### config.mk
export PLATFORM = sky130hd
export DESIGN_NAME = full_datapath
export DESIGN_NICKNAME = d
export VERILOG_FILES = /design/src/rtl/full_datapath.sv
export SDC_FILE = /design/constraint.sdc
export NUM_CORES = 2
export LEC_CHECK = 0
export ABC_AREA = 1
export CAP_MARGIN = 15
export CORE_ASPECT_RATIO = 1.75
export CORE_MARGIN = 8
export CORE_UTILIZATION = 60
export DETAILED_ROUTE_END_ITERATION = 16
export PLACE_DENSITY = 0.76
export RECOVER_POWER = 100
export SLEW_MARGIN = 20
export SYNTH_ARGS = -nofsm -noshare
export SYNTH_HDL_FRONTEND = slang
export SYNTH_SLANG_ARGS = --single-unit
### constraint.sdc
create_clock -name clk -period 18.1 [get_ports clk]
set_input_delay 5.43 -clock clk [delete_from_list [all_inputs] [get_ports clk]]
set_output_delay 5.43 -clock clk [all_outputs]
set_load 0.05 [all_outputs]
### src/rtl/full_datapath.sv
// -----------------------------------------------------------------------------
// full_datapath
//   Single-cycle RV32I-subset processor datapath for FPGA board bring-up.
//   Holds the PC, a 64x32 instruction ROM with a small built-in test program,
//   a 32x32 register file, the ALU and a 64x32 word-addressed data RAM.
//   Debug taps drive 16 LEDs and a 4-digit multiplexed seven-segment display.
//
// Ports
//   clk      in   1   sole clock, all state updates on the rising edge
//   rst      in   1   asynchronous reset, active low
//   ssdClk   in   1   digit-scan advance strobe, sampled on clk
//   ledSel   in   2   LED debug source select
//   ssdSel   in   4   seven-segment debug source select
//   LEDs     out  16  debug LEDs
//   LED_out  out  7   segments {g,f,e,d,c,b,a}, active low
//   Anode    out  4   digit enables, active low, one-hot
//
// Configuration
//   RV_MEXT_EN  when defined, R-type funct7=0000001 funct3=000 executes MUL
//               (low 32 bits of the product); otherwise that encoding is a NOP.
// -----------------------------------------------------------------------------
module full_datapath #(
    parameter int IMEM_DEPTH = 64,
    parameter int DMEM_DEPTH = 64
) (
    input  logic        clk,
    input  logic        rst,
    input  logic        ssdClk,
    input  logic [1:0]  ledSel,
    input  logic [3:0]  ssdSel,
    output logic [15:0] LEDs,
    output logic [6:0]  LED_out,
    output logic [3:0]  Anode
);

    typedef enum logic [3:0] {
        ALU_ADD  = 4'd0,
        ALU_SUB  = 4'd1,
        ALU_AND  = 4'd2,
        ALU_OR   = 4'd3,
        ALU_XOR  = 4'd4,
        ALU_SLT  = 4'd5,
        ALU_MUL  = 4'd6,
        ALU_PASS = 4'd7
    } alu_op_t;

    localparam logic [31:0] NOP = 32'h0000_0013;

    logic [31:0] pc;
    logic [31:0] regs [0:31];
    logic [31:0] dmem [0:DMEM_DEPTH-1];
    logic [31:0] imem [0:IMEM_DEPTH-1];
    logic [1:0]  scan;

    logic [31:0] instr, imm, rs1_data, rs2_data, alu_b, alu_result;
    logic [31:0] pc_plus4, branch_target, next_pc, ram_rdata, wb_data;
    logic [6:0]  opcode, funct7;
    logic [2:0]  funct3;
    logic [4:0]  rd, rs1, rs2;
    alu_op_t     alu_ctl;
    logic        reg_write, alu_src, mem_write, mem_read, mem_to_reg;
    logic        branch, jump, zero, taken;
    logic [15:0] ssd_val;
    logic [3:0]  nibble;

    // Built-in program; every unlisted word is a NOP so a wrapped PC is harmless.
    always_comb begin
        for (int i = 0; i < IMEM_DEPTH; i++) imem[i] = NOP;
        imem[0] = 32'h0050_0093;   // addi x1,x0,5
        imem[1] = 32'h0030_0113;   // addi x2,x0,3
        imem[2] = 32'h0020_81B3;   // add  x3,x1,x2
        imem[3] = 32'h4020_8233;   // sub  x4,x1,x2
        imem[4] = 32'h0030_2023;   // sw   x3,0(x0)
        imem[5] = 32'h0000_2283;   // lw   x5,0(x0)
        imem[6] = 32'h0032_8463;   // beq  x5,x3,+8
        imem[7] = 32'h0010_0313;   // addi x6,x0,1
        imem[8] = 32'h0000_03EF;   // jal  x7,0
    end

    assign instr  = imem[pc[7:2]];
    assign opcode = instr[6:0];
    assign rd     = instr[11:7];
    assign funct3 = instr[14:12];
    assign rs1    = instr[19:15];
    assign rs2    = instr[24:20];
    assign funct7 = instr[31:25];

    // Decode: anything not explicitly recognised leaves every control low,
    // which makes it a NOP that simply advances the PC.
    always_comb begin
        reg_write  = 1'b0;
        alu_src    = 1'b0;
        mem_write  = 1'b0;
        mem_read   = 1'b0;
        mem_to_reg = 1'b0;
        branch     = 1'b0;
        jump       = 1'b0;
        alu_ctl    = ALU_ADD;
        imm        = 32'd0;
        case (opcode)
            7'b0110011: begin
                if (funct7 == 7'b0000000) begin
                    reg_write = 1'b1;
                    case (funct3)
                        3'b000:  alu_ctl = ALU_ADD;
                        3'b111:  alu_ctl = ALU_AND;
                        3'b110:  alu_ctl = ALU_OR;
                        3'b100:  alu_ctl = ALU_XOR;
                        3'b010:  alu_ctl = ALU_SLT;
                        default: reg_write = 1'b0;
                    endcase
                end else if (funct7 == 7'b0100000 && funct3 == 3'b000) begin
                    reg_write = 1'b1;
                    alu_ctl   = ALU_SUB;
                end
`ifdef RV_MEXT_EN
                else if (funct7 == 7'b0000001 && funct3 == 3'b000) begin
                    reg_write = 1'b1;
                    alu_ctl   = ALU_MUL;
                end
`endif
            end
            7'b0010011: if (funct3 == 3'b000) begin
                reg_write = 1'b1;
                alu_src   = 1'b1;
                imm       = {{20{instr[31]}}, instr[31:20]};
            end
            7'b0000011: if (funct3 == 3'b010) begin
                reg_write  = 1'b1;
                alu_src    = 1'b1;
                mem_read   = 1'b1;
                mem_to_reg = 1'b1;
                imm        = {{20{instr[31]}}, instr[31:20]};
            end
            7'b0100011: if (funct3 == 3'b010) begin
                alu_src   = 1'b1;
                mem_write = 1'b1;
                imm       = {{20{instr[31]}}, instr[31:25], instr[11:7]};
            end
            7'b1100011: if (funct3 == 3'b000 || funct3 == 3'b001) begin
                branch  = 1'b1;
                alu_ctl = ALU_SUB;
                imm     = {{19{instr[31]}}, instr[31], instr[7], instr[30:25], instr[11:8], 1'b0};
            end
            7'b1101111: begin
                reg_write = 1'b1;
                jump      = 1'b1;
                imm       = {{11{instr[31]}}, instr[31], instr[19:12], instr[20], instr[30:21], 1'b0};
            end
            7'b0110111: begin
                reg_write = 1'b1;
                alu_src   = 1'b1;
                alu_ctl   = ALU_PASS;
                imm       = {instr[31:12], 12'd0};
            end
            default: ;
        endcase
    end

    assign rs1_data = (rs1 == 5'd0) ? 32'd0 : regs[rs1];
    assign rs2_data = (rs2 == 5'd0) ? 32'd0 : regs[rs2];
    assign alu_b    = alu_src ? imm : rs2_data;

    always_comb begin
        case (alu_ctl)
            ALU_ADD:  alu_result = rs1_data + alu_b;
            ALU_SUB:  alu_result = rs1_data - alu_b;
            ALU_AND:  alu_result = rs1_data & alu_b;
            ALU_OR:   alu_result = rs1_data | alu_b;
            ALU_XOR:  alu_result = rs1_data ^ alu_b;
            ALU_SLT:  alu_result = {31'd0, $signed(rs1_data) < $signed(alu_b)};
            ALU_MUL:  alu_result = rs1_data * alu_b;
            ALU_PASS: alu_result = alu_b;
            default:  alu_result = 32'd0;
        endcase
    end

    // BEQ and BNE both subtract; funct3[0] picks which sense of zero branches.
    assign zero          = (alu_result == 32'd0);
    assign taken         = branch & (funct3[0] ? ~zero : zero);
    assign pc_plus4      = pc + 32'd4;
    assign branch_target = pc + imm;
    assign next_pc       = (jump || taken) ? branch_target : pc_plus4;
    assign ram_rdata     = dmem[alu_result[7:2]];
    assign wb_data       = mem_to_reg ? ram_rdata : (jump ? pc_plus4 : alu_result);

    // Architectural state: PC, register file and display scan counter.
    always_ff @(posedge clk or negedge rst) begin
        if (!rst) begin
            pc   <= 32'd0;
            scan <= 2'd0;
            for (int i = 0; i < 32; i++) regs[i] <= 32'd0;
        end else begin
            pc <= next_pc;
            if (ssdClk) scan <= scan + 2'd1;
            if (reg_write && rd != 5'd0) regs[rd] <= wb_data;
        end
    end

    // Data RAM keeps its contents across reset.
    always_ff @(posedge clk) begin
        if (mem_write) dmem[alu_result[7:2]] <= rs2_data;
    end

    always_comb begin
        case (ledSel)
            2'b00:   LEDs = instr[15:0];
            2'b01:   LEDs = instr[31:16];
            2'b10:   LEDs = {alu_ctl, reg_write, alu_src, mem_write, mem_read,
                             mem_to_reg, branch, jump, zero, taken, 3'b000};
            default: LEDs = pc[15:0];
        endcase
    end

    always_comb begin
        case (ssdSel)
            4'd0:    ssd_val = pc[15:0];
            4'd1:    ssd_val = pc_plus4[15:0];
            4'd2:    ssd_val = branch_target[15:0];
            4'd3:    ssd_val = next_pc[15:0];
            4'd4:    ssd_val = rs1_data[15:0];
            4'd5:    ssd_val = rs2_data[15:0];
            4'd6:    ssd_val = wb_data[15:0];
            4'd7:    ssd_val = imm[15:0];
            4'd8:    ssd_val = alu_b[15:0];
            4'd9:    ssd_val = alu_result[15:0];
            4'd10:   ssd_val = ram_rdata[15:0];
            default: ssd_val = 16'd0;
        endcase
    end

    assign nibble = ssd_val[{scan, 2'b00} +: 4];
    assign Anode  = ~(4'b0001 << scan);

    always_comb begin
        case (nibble)
            4'h0: LED_out = 7'b1000000;
            4'h1: LED_out = 7'b1111001;
            4'h2: LED_out = 7'b0100100;
            4'h3: LED_out = 7'b0110000;
            4'h4: LED_out = 7'b0011001;
            4'h5: LED_out = 7'b0010010;
            4'h6: LED_out = 7'b0000010;
            4'h7: LED_out = 7'b1111000;
            4'h8: LED_out = 7'b0000000;
            4'h9: LED_out = 7'b0010000;
            4'hA: LED_out = 7'b0001000;
            4'hB: LED_out = 7'b0000011;
            4'hC: LED_out = 7'b1000110;
            4'hD: LED_out = 7'b0100001;
            4'hE: LED_out = 7'b0000110;
            default: LED_out = 7'b0001110;
        endcase
    end

endmodule

* After elaboration in Yosys (flattened, before gate mapping)
Memory sizes are Yosys's and may differ from the RTL's. Index checks and enable logic that the tools add are counted.
Word-level totals: register bits after elaboration 1058, memory bits (writable) 2048, memory bits (read-only) 2160, input bits 9, output and inout bits 27, memories 3
Operators by class: $add $sub $neg 5, $mul 1, order comparisons 6, eq/ne operators 32, shifts and indexed selects 2, muxes and demuxes 45, bitwise logic cells 10, reduce and logical (&&, ||, !) cells 17
Memory list:
- (name not given) | depth 64, width 32, rd ports 1, clocked after Yosys merged registers in 0, wr ports 0, RTL line 80 | assign instr = imem[pc[7:2]];
- dmem | depth 64, width 32, rd ports 1, clocked after Yosys merged registers in 0, wr ports 1, RTL line 51 | logic [31:0] dmem [0:DMEM_DEPTH-1];
- (name not given) | depth 16, width 7, rd ports 1, clocked after Yosys merged registers in 0, wr ports 0, RTL line 236 | case (nibble)
Operators by type and width (count):
- $bwmux 1024 | 1
- $mux 32 | 17
- $bmux 32 s5 | 2
- $pmux 32 s8 | 1
- $pmux 32 s6 | 1
- $pmux 16 s11 | 1
- $demux 32 s5 | 1
- $add 32x32->32 | 2
- $pmux 16 s3 | 1
- $add 32x3->32 const B | 1
- $and 32x32->32 | 1
- $eq 4x3->1 const B | 8
- $logic_not 32->1 | 1
- $lt 32x32->1 | 1
- $mul 32x32->32 | 1
- $or 32x32->32 | 1
- $sub 32x32->32 | 1
- $xor 32x32->32 | 1
- $eq 7x6->1 const B | 4
- $ge 6x6->1 const B | 3
- $not 5->6 | 3
- $eq 4x2->1 const B | 4
- $shiftx 16x5->4 | 1
- $mux 1 | 15
- other kinds (33) | 45

* Logic depth before layout (Yosys ltp)
An unclocked memory read counts as a cell.
depth after elaboration 21, depth in mapped cells 49

* Worst setup path before layout
No wires, ideal clock.
path type input -> output, start point in ssdSel[2], end point out LED_out[2], arrival time 7872 ps, setup slack 4798 ps, stages 17, path buffers 1, cell sequence nor2_1 > inv_1 > nor2_1 > inv_1 > clkbuf_1 > o211ai_1 > a221oi_1 > o2111ai_1 > a21oi_1 > nand3_1 > nand2_1 > nand2_1 > nand2_1 > inv_1 > ha_1 > nand2_1 > o21ai_1
On the way: cells in the longest elaborated chain, start to end 4, elaborated cells between the ends (all ways) 14, those cells by class eq/ne: 10; shift: 1; mux: 1; reduce/logical: 1; memory: 1
RTL lines:
- start, declared | RTL line 30 | input logic [3:0] ssdSel,
- $eq 4x4->1, or another cell as far along | RTL line 216 | case (ssdSel)
- $pmux 16 s11 * | RTL line 216
- $shiftx 16x5->4 * | RTL line 232 | assign nibble = ssd_val[{scan, 2'b00} +: 4];
- $mem_v2 16x7 *
- end, declared | RTL line 32 | output logic [6:0] LED_out,
Every way passes the cells marked *; elsewhere a longest branch is shown, timed or not.

* Final worst setup path
start point reg pc[5], end point out LED_out[6]
On the way: cells in the longest elaborated chain, start to end 21, elaborated cells between the ends (all ways) 82, those cells by class add/sub: 4; mul: 1; order compare: 1; eq/ne: 20; shift: 1; mux: 34; bitwise: 8; reduce/logical: 10; memory: 3
RTL lines:
- start, declared | RTL line 49 | logic [31:0] pc;
- start signal, assigned | RTL line 194 | pc <= next_pc;
- parallel branches: the longest is 18 deep, another holds $mem_v2 64x32
- $pmux 16 s11 * | RTL line 216
- $shiftx 16x5->4 * | RTL line 232
- $mem_v2 16x7 *
Every way passes the cells marked *. The select of a mux whose other input is x is not followed.

==> metrics.txt <==
WS Path Type reg -> out; total wire length around 380 mm; Worst Hold Class reg -> reg; Clock Latency Late Sink roughly 0.86 ns; sequential element share of the synthesized area between 60% and 70%; ys flop type edfxtp_1; CTS sink count 2338; CTS max path bufs 4; Yosys warnings 0; Final GP Congestion between 1 and 1.5; Sw Share a little under a quarter; Die Y around 570 µm; CP max-delay cell nand3_1; vias after detailed routing 79142; largest cells by area after synthesis edfxtp_1, nand2_1, dfrtp_1; Non-Filler Instances between 10000 and 15000; fin util 65.42%; via/cell ratio about 6.4; placed cell areas ~0.11 mm²; synthesized area a little over 0.1 mm²; H-Tree Depth 4; hold buffer count at CTS 0; clk root buf clkbuf_16; post-synth cell types 67; RSZ-0062 raised after global routing false; Max Fanout on Critical Path between 80 and 90; Final Max Slew Viols ~4300; GRT Residual Overflow 0; drt first-iter violations ~10000; MaxCap Viol Count about 120; net switching power figure roughly 2.5 mW; total track usage 40.10%; flops & latches, synth between 2000 and 2500; Final Cycle Share 96.39%; Slew @ Worst Pin just over 5 ns; Synth top area share between 50 and 60%; Final Hold Viols 0; CP startpoint pc[5]; mean post-synth cell area 10.38 µm²; Critical Path RT 12.67 ns; HP Start regs[999]; reg2reg start pc[2]; port bufs 35; setup TNS 0 ns; fin area between 0.1 and 0.15 mm²; pwr/cell area around 96 mW/mm²; Clk pin slew, worst setup/hold paths about 0.06 ns; outcome finished with violations; Critical Path Source Type register; minimum clock period 17.45 ns; CP bufs+invs 9; cts repair resizes 0; top post-synthesis cells by count nand2_1, edfxtp_1, nor2_1; Flop pwr share 54.5%; Worst path most repeated cell nand2_1; Routed Antenna Nets 0; Setup crit end kind output port; synthesized instance count 10005; layout net count 10045; placement row count 202; Setup WS post-layout between 0.6 and 0.7 ns; DP HPWL 245.9 mm; Critical Path AT 12.02 ns; # setup viols final 0; fmax roughly 0.057 GHz; pin count of the biggest net entering global routing between 100 and 150; Area Growth Syn to Fin 8.630%; placed cells 11977; post-synth top area cell edfxtp_1; Initial Utilization roughly three fifths; worst slack at placement 2.246 ns; initial antenna violation count 22; worst rel slew slack -245.2%; Final Skew between 0.04 and 0.05 ns; area of the core ~0.17 mm²; CP delay by family, top simple AND/OR/NAND/NOR gates; Gate power share about 6.3%; CTS tree done; failing checks capacitance limit, slew limit; clock power share roughly 40%; most frequent cell after synthesis nand2_1; num ports 36; mean routed wirelength per cell about 31 µm; WP depth 37; first-pass GRT wire length 536.6 mm; Leak around 41 nW; DRT Pass-1 Iters 9; DIE AREA 0.1871 mm²; drt drc 0; number of global-route vias before repair 76675; hold path cells 0; worst r2r path cells 28; Post-synth EDFFs approximately 2000; CTS Buf Count approximately 200; critical path's largest stage delay approximately 0.94 ns; maximum vdd drop 0.1032 mV; Internal 8.300 mW; FFs w/ async S/R, synth roughly an eighth; Setup Fix Bufs, Post-CTS 0; fraction of final layout cells sized beyond drive strength 1 between 5 and 6%; Die Wd 330.4 µm
-- metrics by stage --
step / total power, mW / hold WS, ns
2_1_floorplan: 6.338 / 0.4240
3_3_place_gp: 6.661 / 0.3598
3_5_place_dp: 6.655 / 0.3605
4_1_cts: 10.77 / 0.3741
5_1_grt: 11.01 / 0.3823
6_report: 10.78 / 0.3730
-- state kept, by name, summed over array words and instances (netlist names) --
register and flops:
scan 2, regs 256, pc 32, dmem 2048
-- placed cells by master (no fill, tap or decap), drive strengths merged, types with 14 or more instances in the layout --
cell type	instances
a211oi	31
a21oi	202
a221oi	124
a22o	41
a22oi	96
buf	144
bufinv	14
clkbuf	349
clkinv	102
dfrtp	290
diode	54
dlygate4sd3	21
edfxtp	2048
ha	94
inv	458
nand2	4117
nand3	291
nand4	303
nor2	532
nor3	49
o2111ai	16
o211ai	70
o21ai	462
o221ai	39
xor2	42
-- routing by layer --
| layer | vias to the layer above | track usage, % | wire length, µm |
|---|---|---|---|
| met5 | - | 0 | 34 |
| met4 | 6 | 40.69 | 50240 |
| met3 | 1628 | 6.709 | 35660 |
| met2 | 5615 | 66.27 | 182900 |
| met1 | 37780 | 42.07 | 112600 |
| li1 | 34113 | - | - |
-- power by group through the flow --
stage	Sequential, mW	Combinational (mW)	Clock (mW)
CTS	5.87	0.670	4.23
global placement	5.98	0.677	0
floorplan	5.96	0.380	0
detailed placement	5.99	0.669	0
finish	5.87	0.679	4.23
global route	5.87	0.716	4.42
-- worst paths after layout --
path | end | slack, ns
min in group asynchronous | regs[980] | 5.16
hold / removal | regs[999] | 0.37
hold reg to reg | regs[999] | 0.37
max in group asynchronous | pc[5] | 2.84
setup / recovery | LED_out[6] | 0.65
setup reg to reg | dmem[62][6] | 3.42
-- worst register-to-register path: cells and delay by family (launching register included) --
| kind | cells | cell delay [ns] |
|---|---|---|
| adders and majority gates | 2 | 0.71 |
| xor gates and xnor gates | 1 | 0.21 |
| AOI/OAI and AO/OA | 2 | 0.85 |
| and+or+nand+nor | 13 | 6.55 |
| buffers and inverters | 10 | 5.43 |
| DFF | 1 | 0.54 |
-- logic make-up after synthesis --
kind of cell	count (synthesis)	synth area share, %
other	1	0.003613
AND/OR/NAND/NOR	5329	20.81
multiplexers	1	0.009643
XOR/XNOR	51	0.4303
AO/OA/AOI/OAI	1152	7.107
adder cells (fa/ha/maj)	97	1.191
flip-flops	2338	66.24
buffers and inverters	1036	4.214
-- cell type report --
cell class / count / area (µm²)
Sequential cell: 2338 / 68760
Fill cell: 13045 / 59610
Multi-Input combinational cell: 6633 / 31020
Clock buffer: 245 / 5383
Tap cell: 2244 / 2808
Timing Repair Buffer: 282 / 1912
Inverter: 481 / 1861
Clock inverter: 106 / 889.6
Antenna cell: 54 / 135.1
Power figures use the tool's default switching activity.
